$ cat config.mk
export PLATFORM = sky130hd
export DESIGN_NAME = pipeline_hazard_ctrl_flat
export DESIGN_NICKNAME = d
export VERILOG_FILES = /design/src/rtl/pipeline_hazard_ctrl_if.sv /design/src/rtl/pipeline_hazard_ctrl.sv /design/src/flat_wrapper.sv
export SDC_FILE = /design/constraint.sdc
export NUM_CORES = 1
export LEC_CHECK = 0
export ABC_AREA = 1
export ABC_CLOCK_PERIOD_IN_PS = 1600
export BUFFER_PORTS_ARGS = -buffer_cell sky130_fd_sc_hd__clkbuf_2
export CORE_AREA = 2 2 39 41
export DETAILED_ROUTE_END_ITERATION = 8
export DIE_AREA = 0 0 41 43
export GPL_TIMING_DRIVEN = 0
export REMOVE_ABC_BUFFERS = 1
export SLEW_MARGIN = 15
export SYNTH_ARGS = -nofsm -noshare
export SYNTH_HDL_FRONTEND = slang
export SYNTH_SLANG_ARGS = --single-unit
$ cat constraint.sdc
create_clock -name clk -period 1.6 [get_ports clk]
set_input_delay 0.4 -clock clk [delete_from_list [all_inputs] [get_ports clk]]
set_output_delay 0.4 -clock clk [all_outputs]
set_load 0.02 [all_outputs]
$ cat src/rtl/pipeline_hazard_ctrl_if.sv
// Handshake and hazard-field bundle between the datapath and pipeline_hazard_ctrl.
// master: datapath side (drives cache handshakes and stage fields, receives stage controls).
// slave:  controller side.
interface pipeline_hazard_ctrl_if #(
    parameter int REG_AW = 5
);
    logic              imem_req;
    logic              imem_resp;
    logic              dmem_req;
    logic              dmem_resp;
    logic [REG_AW-1:0] id_rs1;
    logic [REG_AW-1:0] id_rs2;
    logic              id_rs1_use;
    logic              id_rs2_use;
    logic [REG_AW-1:0] ex_rd;
    logic              ex_mem_read;
    logic              br_taken;
    logic              pc_load;
    logic              ifid_load;
    logic              back_load;
    logic              ifid_flush;
    logic              idex_bubble;

    modport master (
        output imem_req, imem_resp, dmem_req, dmem_resp,
        output id_rs1, id_rs2, id_rs1_use, id_rs2_use,
        output ex_rd, ex_mem_read, br_taken,
        input  pc_load, ifid_load, back_load, ifid_flush, idex_bubble
    );

    modport slave (
        input  imem_req, imem_resp, dmem_req, dmem_resp,
        input  id_rs1, id_rs2, id_rs1_use, id_rs2_use,
        input  ex_rd, ex_mem_read, br_taken,
        output pc_load, ifid_load, back_load, ifid_flush, idex_bubble
    );
endinterface

$ cat src/rtl/pipeline_hazard_ctrl.sv
// Pipeline hazard controller: turns I/D-cache handshakes, load-use hazards and
// taken-branch flushes into per-cycle load/flush/bubble controls for the stage registers.
// Optional macro PIPE_PERF_CNT_EN adds saturating stall/load-use/flush counters.
//
// state    | meaning
// ---------+--------------------------------------------------------------
// RUN      | last cycle advanced; no cache response is being remembered
// MEM_WAIT | pipeline held waiting on a cache; done flags remember early responses
module pipeline_hazard_ctrl #(
    parameter int REG_AW = 5,
    parameter int CNT_W  = 32
) (
    input  logic                     clk,
    input  logic                     reset,
    pipeline_hazard_ctrl_if.slave    hz
`ifdef PIPE_PERF_CNT_EN
    ,
    output logic [CNT_W-1:0]         stall_mem_cnt,
    output logic [CNT_W-1:0]         load_use_cnt,
    output logic [CNT_W-1:0]         flush_cnt
`endif
);

    typedef enum logic {RUN, MEM_WAIT} state_e;

    state_e state_q, state_d;
    logic   imem_done_q, imem_done_d;
    logic   dmem_done_q, dmem_done_d;
    logic   i_ok, d_ok, advance, load_use;

    if (REG_AW < 1 || CNT_W < 1) begin : g_bad_param
        $error("pipeline_hazard_ctrl: REG_AW and CNT_W must be positive");
    end

    // State and response-flag registers
    always_ff @(posedge clk) begin
        if (reset) begin
            state_q     <= RUN;
            imem_done_q <= 1'b0;
            dmem_done_q <= 1'b0;
        end else begin
            state_q     <= state_d;
            imem_done_q <= imem_done_d;
            dmem_done_q <= dmem_done_d;
        end
    end

    // Advance/hold decision, hazard priority and next-state
    always_comb begin
        state_d        = state_q;
        imem_done_d    = imem_done_q;
        dmem_done_d    = dmem_done_q;
        hz.pc_load     = 1'b0;
        hz.ifid_load   = 1'b0;
        hz.back_load   = 1'b0;
        hz.ifid_flush  = 1'b0;
        hz.idex_bubble = 1'b0;

        i_ok     = ~hz.imem_req | hz.imem_resp | imem_done_q;
        d_ok     = ~hz.dmem_req | hz.dmem_resp | dmem_done_q;
        advance  = i_ok & d_ok;
        load_use = hz.ex_mem_read & (hz.ex_rd != '0) &
                   ((hz.id_rs1_use & (hz.id_rs1 == hz.ex_rd)) |
                    (hz.id_rs2_use & (hz.id_rs2 == hz.ex_rd)));

        if (!reset) begin
            if (advance) begin
                state_d     = RUN;
                imem_done_d = 1'b0;
                dmem_done_d = 1'b0;
                if (hz.br_taken) begin
                    // Branch flush kills both younger instructions, so a load-use
                    // stall on the one in IF_ID would be pointless.
                    hz.pc_load     = 1'b1;
                    hz.ifid_load   = 1'b1;
                    hz.back_load   = 1'b1;
                    hz.ifid_flush  = 1'b1;
                    hz.idex_bubble = 1'b1;
                end else if (load_use) begin
                    hz.back_load   = 1'b1;
                    hz.idex_bubble = 1'b1;
                end else begin
                    hz.pc_load     = 1'b1;
                    hz.ifid_load   = 1'b1;
                    hz.back_load   = 1'b1;
                end
            end else begin
                // Response only counts while its request is up, so a stray pulse
                // left over from before a reset cannot satisfy a later fetch.
                state_d     = MEM_WAIT;
                imem_done_d = imem_done_q | (hz.imem_req & hz.imem_resp);
                dmem_done_d = dmem_done_q | (hz.dmem_req & hz.dmem_resp);
            end
        end
    end

`ifdef PIPE_PERF_CNT_EN
    logic [CNT_W-1:0] stall_cnt_q, stall_cnt_d;
    logic [CNT_W-1:0] lu_cnt_q, lu_cnt_d;
    logic [CNT_W-1:0] fl_cnt_q, fl_cnt_d;

    // Saturating perf-counter increments
    always_comb begin
        stall_cnt_d = stall_cnt_q;
        lu_cnt_d    = lu_cnt_q;
        fl_cnt_d    = fl_cnt_q;
        if (!advance && stall_cnt_q != '1)
            stall_cnt_d = stall_cnt_q + CNT_W'(1);
        if (advance && !hz.br_taken && load_use && lu_cnt_q != '1)
            lu_cnt_d = lu_cnt_q + CNT_W'(1);
        if (advance && hz.br_taken && fl_cnt_q != '1)
            fl_cnt_d = fl_cnt_q + CNT_W'(1);
    end

    // Perf-counter registers
    always_ff @(posedge clk) begin
        if (reset) begin
            stall_cnt_q <= '0;
            lu_cnt_q    <= '0;
            fl_cnt_q    <= '0;
        end else begin
            stall_cnt_q <= stall_cnt_d;
            lu_cnt_q    <= lu_cnt_d;
            fl_cnt_q    <= fl_cnt_d;
        end
    end

    assign stall_mem_cnt = stall_cnt_q;
    assign load_use_cnt  = lu_cnt_q;
    assign flush_cnt     = fl_cnt_q;
`endif

endmodule

$ cat src/flat_wrapper.sv
// flat-port wrapper written by rule: the top's interface ports become plain ports
module pipeline_hazard_ctrl_flat 
#(
    parameter int REG_AW = 5,
    parameter int CNT_W  = 32
)
  (clk, reset, hz_imem_req, hz_imem_resp, hz_dmem_req, hz_dmem_resp, hz_id_rs1, hz_id_rs2, hz_id_rs1_use, hz_id_rs2_use, hz_ex_rd, hz_ex_mem_read, hz_br_taken, hz_pc_load, hz_ifid_load, hz_back_load, hz_ifid_flush, hz_idex_bubble);
  pipeline_hazard_ctrl_if #(.REG_AW(REG_AW)) hz_i ();
  input  logic clk;
  input  logic reset;
  input wire logic [$bits(hz_i.imem_req)-1:0] hz_imem_req;
  input wire logic [$bits(hz_i.imem_resp)-1:0] hz_imem_resp;
  input wire logic [$bits(hz_i.dmem_req)-1:0] hz_dmem_req;
  input wire logic [$bits(hz_i.dmem_resp)-1:0] hz_dmem_resp;
  input wire logic [$bits(hz_i.id_rs1)-1:0] hz_id_rs1;
  input wire logic [$bits(hz_i.id_rs2)-1:0] hz_id_rs2;
  input wire logic [$bits(hz_i.id_rs1_use)-1:0] hz_id_rs1_use;
  input wire logic [$bits(hz_i.id_rs2_use)-1:0] hz_id_rs2_use;
  input wire logic [$bits(hz_i.ex_rd)-1:0] hz_ex_rd;
  input wire logic [$bits(hz_i.ex_mem_read)-1:0] hz_ex_mem_read;
  input wire logic [$bits(hz_i.br_taken)-1:0] hz_br_taken;
  output wire logic [$bits(hz_i.pc_load)-1:0] hz_pc_load;
  output wire logic [$bits(hz_i.ifid_load)-1:0] hz_ifid_load;
  output wire logic [$bits(hz_i.back_load)-1:0] hz_back_load;
  output wire logic [$bits(hz_i.ifid_flush)-1:0] hz_ifid_flush;
  output wire logic [$bits(hz_i.idex_bubble)-1:0] hz_idex_bubble;
  assign hz_i.imem_req = hz_imem_req;
  assign hz_i.imem_resp = hz_imem_resp;
  assign hz_i.dmem_req = hz_dmem_req;
  assign hz_i.dmem_resp = hz_dmem_resp;
  assign hz_i.id_rs1 = hz_id_rs1;
  assign hz_i.id_rs2 = hz_id_rs2;
  assign hz_i.id_rs1_use = hz_id_rs1_use;
  assign hz_i.id_rs2_use = hz_id_rs2_use;
  assign hz_i.ex_rd = hz_ex_rd;
  assign hz_i.ex_mem_read = hz_ex_mem_read;
  assign hz_i.br_taken = hz_br_taken;
  assign hz_pc_load = hz_i.pc_load;
  assign hz_ifid_load = hz_i.ifid_load;
  assign hz_back_load = hz_i.back_load;
  assign hz_ifid_flush = hz_i.ifid_flush;
  assign hz_idex_bubble = hz_i.idex_bubble;
  pipeline_hazard_ctrl #(.REG_AW(REG_AW), .CNT_W(CNT_W)) u_core (.clk(clk), .reset(reset), .hz(hz_i));
endmodule
==> flow_summary.ini, run 1 <==
[run_status]
status = complete, but fails checks
violations = negative setup slack

[routing]
remaining_drc_errors = 0
drt_iter0_markers = 1
detail-route-antenna-nets = 0
firstDrtPassIters = 6
viasPerCell = 4.31
wl_per_cell_um = 8.36
vias = 539
wl_um = 1050

[cells_and_area]
areaGrowthSynthToFinish_pct = 110
fin_util_pct = 52.0
fillers = 143
layout-drive-gt1-share_pct = 53.2
n_antenna_cell = 0
fin_nets = 136

[clock_network]
cts_made_buffers = 3
insertion_delay_ns = 0.23
cts_tree = built
cts_buffer_depth = 2
cts.sinks = 2
h-tree-depth = 1
clk_pin_slew_worst_paths_ns = 0.03
cts_root_buf = clkbuf_4
ctsHoldBuffers = 0

[logic_synthesis]
yosysSeqAreaShare_pct = 11.7
syn_inst = 77
synth_area_per_cell_um2 = 4.45
synth-edff-count = 0
synth-simple-area-share_pct = 60.2
synth_top_family_by_area = simple AND/OR/NAND/NOR gates
ys.flop_type = dfxtp_1
synth_area_um2 = 343
synthXorXnorAreaFrac_pct = 0
ys_types = 13
synth_most_common_cell = nand2_1
synth_seq_cells = 2
synth_compound_area_share_pct = 6.20
async_reset_ff_share_pct = 0
synthTopCellsByCount = nand2_1 (36), inv_1 (16), nor2_1 (10), nand3_1 (3)
synth_mux_area_share_pct = 0
synthAdderAreaFrac_pct = 0
synth_top_area_cell = nand2_1
synth.top_cell.area_share_pct = 39.4
synth.area.top_cells = nand2_1 (39%), inv_1 (18%), dfxtp_1 (12%)
synth_warnings = 0

[pwr]
leakage_nw = 0.432
ir_drop_uv = 206
power_density_mw_per_mm2 = 478

[grt]
grt_pass1_vias = 406
grt_antenna_before_repair = 0
grt_pass1_wl_um = 1390
gr-total-overflow = 0
grt_max_degree = 6
grt_usage_pct = 11.3

[timing]
fin_skew_ns = 0.00172
finalSetupTns_ns = -0.0833
rsz0062_at_grt = true
worst_slack_ns = -0.0350
tightest_slew_ns = 0.205
fin_crit_ns = 1.63
clock.fmax_mhz = 612
fin_crit_sh_pct = 102
hold_viol = 0
relSlewSlack_pct = 86.3
drv_slew = 0
setup_violations = 3

[setup_path]
critPathLaunchType = input pin
endpoint_kind = primary output
r2r_slack_ns = 0.75
critical_path_required_ns = 1.20
r2r-start = u_core.dmem_done_q$_SDFF_PP0_
cp.arrival_ns = 1.23
r2r_end = u_core.imem_done_q$_SDFF_PP0_
cp_max_fo = 3
path_class = in2out
reg2regPathDepth = 5

[placed_design]
place_congestion = 0.758
place_hpwl_um = 764
place.port_buffers = 29

[die]
io_pins = 30
die_w_um = 41
start_util_pct = 24.8
rows = 14
core-area_mm2 = 0.00138
die_h_um = 43
die_area_mm2 = 0.00176

[job]
cap_violations = 0

[min_path]
hold_class = in2reg
min_from = hz_dmem_req
holdPathEnd = u_core.dmem_done_q$_SDFF_PP0_
hold_depth = 3
cell families after synthesis:
| group | count (synthesis) |
|---|---|
| flip-flops | 2 |
| AO/OA/AOI/OAI | 4 |
| AND/OR/NAND/NOR | 52 |
| buffers and inverters | 19 |
worst max path at each step:
stage                      start  slack (ns)            to
finish               hz_ex_rd[0]       -0.03    hz_pc_load
global route         hz_ex_rd[0]       -0.13    hz_pc_load
CTS                  hz_ex_rd[2]       -0.05    hz_pc_load
detailed placement   hz_ex_rd[3]       -0.09    hz_pc_load
global placement     hz_ex_rd[3]       -0.07    hz_pc_load
floorplan           hz_imem_resp       -0.04  hz_ifid_load
what timing repair did:
item / 4_1_cts / 5_1_grt
gates resized for setup: 19 / 38
pin swaps: 9 / 26
buffers inserted: 1 / 0
endpoints found under the setup margin: 4 / 5
layer usage:
layer / up-vias / track usage [%] / share of wire, %
li1: 291 / - / -
met1: 234 / 11.7 / 38
met2: 14 / 20.0 / 57
met3: 0 / 4.71 / 5.0
met4: 0 / 2.00 / 0
met5: - / 0 / 0
placed cells by master (no fill, tap or decap):
| cell type | instances |
|---|---|
| nand2_1 | 23 |
| nand2_2 | 14 |
| clkbuf_2 | 13 |
| inv_1 | 12 |
| buf_6 | 9 |
| nor2_1 | 8 |
| buf_8 | 5 |
| inv_4 | 4 |
| nand3_1 | 3 |
| clkbuf_4 | 3 |
| nor2_2 | 2 |
| a21oi_1 | 2 |
| clkbuf_8 | 2 |
| inv_6 | 1 |
| inv_2 | 1 |
| o22ai_2 | 1 |
| nor2_4 | 1 |
| nand4_1 | 1 |
| o21ai_1 | 1 |
| buf_4 | 1 |
| dfxtp_2 | 1 |
| dfxtp_1 | 1 |
worst max-delay path, cell delays in order:
cell and delay [ns]:
buf_8 0.08, inv_4 0.03, nand2_2 0.04, nand2_1 0.05, nor2_1 0.12, nand3_1 0.08, nand2_1 0.09, nand2_1 0.06
nand2_1 0.07, nand2_2 0.08, buf_8 0.14
sequential cells by signal, summed over array words and instances, names as in the netlist:
name                count
u_core.imem_done_q      1
u_core.dmem_done_q      1
power by group:
part | internal, mW | switching, mW | total, mW | leakage, nW
clock | 0.0827 | 0.0291 | 0.112 | 0.0138
combinational | 0.0950 | 0.0839 | 0.179 | 0.401
sequential | 0.0523 | 0.00102 | 0.0533 | 0.0167
through the flow:
stage | setup slack [ns] | total power, mW | hold slack, ns | area [um^2] | std cells
final | -0.0350 | 0.344 | 0.439 | 719 | 125
after global routing | -0.134 | 0.368 | 0.446 | 719 | 125
after CTS | -0.0490 | 0.311 | 0.439 | 601 | 125
after detailed placement | -0.0944 | 0.169 | 0.488 | 500 | 121
after global placement | -0.0703 | 0.167 | 0.471 | 500 | 121
after floorplan | -0.0396 | 0.116 | 0.452 | 335 | 76
cell type report:
cell class	count	area (um^2)	share of cell area, %
multi-input cells	56	277	38.4
repair buffers	30	277	38.4
inverters	18	82.6	11.5
flip-flops and latches	2	41.3	5.74
clock buffers	3	22.5	3.13
well taps	16	20.0	2.78
(Power assumes the default switching activity.)
==> run 2: changes to the inputs <==
--- a/config.mk
+++ b/config.mk
@@ -5,7 +5,6 @@
 export SDC_FILE = /design/constraint.sdc
 export NUM_CORES = 1
 export LEC_CHECK = 0
-export ABC_AREA = 1
 export ABC_CLOCK_PERIOD_IN_PS = 1600
 export BUFFER_PORTS_ARGS = -buffer_cell sky130_fd_sc_hd__clkbuf_2
 export CORE_AREA = 2 2 39 41
==> run 2 against run 1 <==
The flow still finishes with violations (negative setup slack). Design area shrank 22%. Combinational power shrank 23%. Largest cell class unchanged. Worst hold slack lost 0.020 ns. Via count shrank 32%. Critical path type unchanged.
==> flow_summary.ini, run 2 <==
[run_status]
status = complete, but fails checks
violations = negative setup slack

[logic_synthesis]
syn_inst = 31
synthTopCellsByCount = xor2_1 (8), a21oi_1 (3), dfxtp_1 (2), nor3_1 (2), xnor2_1 (2)
synth_top_area_cell = xor2_1
yosysSeqAreaShare_pct = 15.4
synth_area_um2 = 260
synth.area.top_cells = xor2_1 (27%), dfxtp_1 (15%), xnor2_1 (6.7%)
synth_most_common_cell = xor2_1
synth.top_cell.area_share_pct = 26.9
async_reset_ff_share_pct = 0
synth-edff-count = 0
synth_area_per_cell_um2 = 8.40
synth_seq_cells = 2
synth_warnings = 0
ys.flop_type = dfxtp_1
ys_types = 19

[routing]
viasPerCell = 4.49
vias = 364
firstDrtPassIters = 2
remaining_drc_errors = 0
detail-route-antenna-nets = 0
drt_iter0_markers = 1
wl_um = 838
wl_per_cell_um = 10.3

[setup_path]
critical_path_required_ns = 1.20
critPathLaunchType = input pin
path_class = in2out
path_cells = buf_6, xor2_1, nor4_2, a32oi_1, o31a_1, buf_6
r2r_slack_ns = 0.67
critPathMaxStageDelay_ns = 0.36
r2r-start = u_core.dmem_done_q$_SDFF_PP0_
cp.arrival_ns = 1.59
crit_start = hz_ex_rd[1]
endpoint_kind = primary output
cpMostUsedCell = buf_6
slowest_stage = o31a_1
cp_max_fo = 4

[die]
start_util_pct = 18.8
io_pins = 30
die_area_mm2 = 0.00176
die_w_um = 41
core-area_mm2 = 0.00138
die_h_um = 43
rows = 14

[timing]
finalSetupTns_ns = -1.20
relSlewSlack_pct = 82.5
fin_crit_sh_pct = 124
tightest_slew_ns = 0.261
worst_slack_ns = -0.392
fin_skew_ns = 0.00122
clock.fmax_mhz = 502
fin_crit_ns = 1.99
drv_slew = 0
hold_viol = 0
setup_violations = 4
rsz0062_at_grt = true
whs_ns = 0.419

[placed_design]
place_hpwl_um = 619
place_ws_ns = -0.393
place.port_buffers = 29
place_congestion = 0.641
post-place-cells = 75

[cells_and_area]
areaGrowthSynthToFinish_pct = 115
finalNonFillerCells = 81
layout_common_cells = clkbuf_2 (20), buf_6 (8), xor2_1 (7)
n_antenna_cell = 0
fin_util_pct = 40.5
fin_nets = 92
layout_commonest_cell = clkbuf_2
top_regs = u_core.dmem_done_q (1), u_core.imem_done_q (1)
layout-drive-gt1-share_pct = 67.7

[grt]
grt_pass1_wl_um = 1150
grt_pass1_vias = 357
grt_usage_pct = 10.1
gr-total-overflow = 0
grt_max_degree = 5
grt_antenna_before_repair = 0

[pwr]
power_density_mw_per_mm2 = 536
leakage_nw = 0.255
ir_drop_uv = 194

[min_path]
hold_class = in2reg
min_from = reset

[clock_network]
cts.sinks = 2
clk_pin_slew_worst_paths_ns = 0.03
h-tree-depth = 1
cts_tree = built
cts_root_buf = clkbuf_4
cts_made_buffers = 3
ctsHoldBuffers = 0
insertion_delay_ns = 0.22
cts_buffer_depth = 2

[job]
cap_violations = 0
## run 2: cell types whose count changed after synthesis, moves of 2 or more
cell	change
nand2_1	-36
inv_1	-16
nor2_1	-9
xor2_1	+8
nand3_1	-3
inv_2	-2
nor3_1	+2
xnor2_1	+2
## run 2: repair_timing
action	CTS	global route
setup buffers	1	2
resized for setup	7	26
pin swaps	3	9
endpoints found under the setup margin	4	5
## run 2: cell families (layout without fill, tap and decap cells)
group / after synthesis / after routing / share of synthesized area [%]
xor gates and xnor gates: 10 / 10 / 33.7
buffers and inverters: 1 / 35 / 2.89
and+or+nand+nor: 9 / 9 / 23.1
DFF: 2 / 2 / 15.4
AOI/OAI and AO/OA: 9 / 9 / 25.0
## run 2: final timing paths
kind / endpoint / cells past startpoint
setup / recovery: hz_pc_load / 6
hold reg to reg: u_core.dmem_done_q$_SDFF_PP0_ / 2
hold / removal: u_core.dmem_done_q$_SDFF_PP0_ / 2
setup reg to reg: u_core.imem_done_q$_SDFF_PP0_ / 3
## run 2: power breakdown
| group | switching (mW) | internal, mW | leakage (nW) | total [mW] |
|---|---|---|---|---|
| logic | 0.0605 | 0.0768 | 0.224 | 0.137 |
| registers | 0.00151 | 0.0525 | 0.0172 | 0.0540 |
| clock network | 0.0267 | 0.0826 | 0.0138 | 0.109 |
| total | 0.0888 | 0.212 | 0.255 | 0.301 |
## run 2: through the flow
stage	instance area [um^2]	total power, mW
global route	561	0.322
detailed placement	418	0.155
global placement	418	0.154
finish	561	0.301
floorplan	253	0.104
CTS	472	0.282
## run 2: final cells by class
| type | count | area [um^2] |
|---|---|---|
| Multi-Input combinational cell | 28 | 248 |
| Fill cell | 132 | 823 |
| Clock buffer | 3 | 22.5 |
| Sequential cell | 2 | 42.5 |
| Tap cell | 16 | 20.0 |
| Timing Repair Buffer | 32 | 228 |
## run 2: per-layer routing
layer | global-route usage, % | part of all wire (%)
met5 | 0 | 0
met4 | 12.0 | 0
met3 | 1.57 | 11
met2 | 15.9 | 54
met1 | 9.24 | 35
## run 2: critical path: cells and delay by family
kind / cells / cell delay, ns
AND/OR/NAND/NOR: 1 / 0.28
XOR/XNOR: 1 / 0.14
buffers and inverters: 2 / 0.24
AO/OA/AOI/OAI: 2 / 0.52
==> run 3: changes to the inputs <==
--- a/config.mk
+++ b/config.mk
@@ -7,7 +7,9 @@
 export LEC_CHECK = 0
 export ABC_CLOCK_PERIOD_IN_PS = 1600
 export BUFFER_PORTS_ARGS = -buffer_cell sky130_fd_sc_hd__clkbuf_2
+export CAP_MARGIN = 20
 export CORE_AREA = 2 2 39 41
+export CTS_CLUSTER_SIZE = 12
 export DETAILED_ROUTE_END_ITERATION = 8
 export DIE_AREA = 0 0 41 43
 export GPL_TIMING_DRIVEN = 0
==> constraint.sdc (replaced) <==
create_clock -name clk -period 1.6 [get_ports clk]
set_input_delay 0.32 -clock clk [delete_from_list [all_inputs] [get_ports clk]]
set_output_delay 0.32 -clock clk [all_outputs]
set_load 0.02 [all_outputs]
==> run 3 against run 2 <==
The flow still finishes with violations (negative setup slack). Clock power is essentially flat. Die area is the same. Highest routed layer unchanged. Largest cell class unchanged. Via count grew 0.55%. First-iteration DRC count shrank 100%.
==> flow_summary.ini, run 3 (same netlist as run 2, synthesis figures left out) <==
[routing]
viasPerCell = 4.52
wl_um = 807
firstDrtPassIters = 1
met1_length_um = 264
wl_per_cell_um = 9.96
wl_met2_um = 443
drt_iter0_markers = 0
detail-route-antenna-nets = 0
met3_length_um = 99
highest_layer = met3
vias = 366
remaining_drc_errors = 0

[die]
rows = 14
die_w_um = 41
core-area_mm2 = 0.00138
die_area_mm2 = 0.00176
io_pins = 30
die_h_um = 43
start_util_pct = 18.8

[clock_network]
clk_pin_slew_worst_paths_ns = 0.03
h-tree-depth = 1
cts.sinks = 2
cts_buffer_depth = 2
insertion_delay_ns = 0.22
cts_tree = built
cts_made_buffers = 3
cts_root_buf = clkbuf_4
ctsHoldBuffers = 0

[cells_and_area]
layout_commonest_cell = clkbuf_2
areaGrowthSynthToFinish_pct = 115
fin_util_pct = 40.4
layout-drive-gt1-share_pct = 67.7
fin_nets = 92
layout_common_cells = clkbuf_2 (21), xor2_1 (7), buf_6 (7)
top_regs = u_core.dmem_done_q (1), u_core.imem_done_q (1)
n_antenna_cell = 0
finalNonFillerCells = 81

[timing]
fin_skew_ns = 0.000769
rsz0062_at_grt = true
setup_violations = 3
fin_crit_ns = 1.83
whs_ns = 0.335
clock.fmax_mhz = 547
drv_slew = 0
hold_viol = 0
relSlewSlack_pct = 82.1
fin_crit_sh_pct = 114
tightest_slew_ns = 0.267
worst_slack_ns = -0.227
finalSetupTns_ns = -0.642

[setup_path]
critPathLaunchType = input pin
cp.arrival_ns = 1.51
r2r_slack_ns = 0.71
r2r-start = u_core.dmem_done_q$_SDFF_PP0_
reg2regPathDepth = 3
endpoint_kind = primary output
path_class = in2out
r2r_end = u_core.dmem_done_q$_SDFF_PP0_
cp_max_fo = 4
critical_path_required_ns = 1.28

[run_status]
violations = negative setup slack
status = complete, but fails checks

[pwr]
finalPower_uw = 299
p_switching_uw = 88.3
p_int_uw = 210
netSwitchingFraction_pct = 29.6
p_seq_share_pct = 18.2
leakage_nw = 0.255
power_density_mw_per_mm2 = 534
p_comb_share_pct = 45.3
ir_drop_uv = 182
pwr-share-clk_pct = 36.5

[grt]
grt_pass1_vias = 350
grt_usage_pct = 9.81
grt_max_degree = 5
gr-total-overflow = 0
grt_antenna_before_repair = 0
grt_pass1_wl_um = 1100

[placed_design]
place.port_buffers = 29
post-place-cells = 75
place_hpwl_um = 619
place_congestion = 0.641

[min_path]
holdPathEnd = u_core.dmem_done_q$_SDFF_PP0_
hold_class = in2reg
min_from = reset
hold_depth = 2

[job]
cap_violations = 0
[run 3: cell types whose count changed in the layout (fill, tap and decap cells not counted), sizes merged]
cell    delta
buf        -1
clkbuf     +1
[run 3: per-stage QoR]
| step | instance area [um^2] | setup WS [ns] |
|---|---|---|
| after detailed placement | 418 | -0.233 |
| after CTS | 488 | -0.233 |
| final | 559 | -0.227 |
| after floorplan | 253 | -0.219 |
| after global placement | 418 | -0.267 |
| after global routing | 559 | -0.271 |
[run 3: timing repair]
| item | CTS | global route |
|---|---|---|
| hold endpoints to repair | 0 | 0 |
| endpoints found under the setup margin | 4 | 4 |
| gates resized for setup | 8 | 24 |
| buffers inserted | 2 | 1 |
| pin swaps | 3 | 8 |
[run 3: critical path: stages]
cell and delay (ns):
buf_6 0.10, xor2_1 0.14, nor4_2 0.28, a32oi_1 0.16
o31a_1 0.36, buf_6 0.14
[run 3: layout make-up]
class	count	area (um^2)
timing repair buffer	32	221
multi-input combinational	28	253
fill	131	825
tap	16	20.0
clock buffer	3	22.5
sequential	2	42.5
[run 3: worst max path at each step]
stage,startpoint,endpoint,cells past startpoint
3_3_place_gp,hz_ex_rd[3],hz_ifid_load,6
6_report,hz_ex_rd[1],hz_pc_load,6
3_5_place_dp,hz_ex_rd[3],hz_pc_load,6
2_1_floorplan,hz_dmem_req,hz_idex_bubble,4
4_1_cts,hz_ex_rd[3],hz_pc_load,6
5_1_grt,hz_ex_rd[1],hz_ifid_load,6
[run 3: per-layer routing]
layer  GRT usage (%)  vias to the layer above
met5               0                        -
met4            12.0                        0
met3            1.57                        0
met2            15.6                       29
met1            8.60                      154
li1                -                      183
[run 3: power groups by stage]
stage | combinational, mW | clock (mW) | sequential (mW)
after floorplan | 0.0503 | 0 | 0.0534
after detailed placement | 0.101 | 0 | 0.0535
after global placement | 0.100 | 0 | 0.0535
after CTS | 0.115 | 0.118 | 0.0537
after global routing | 0.146 | 0.121 | 0.0544
final | 0.135 | 0.109 | 0.0543
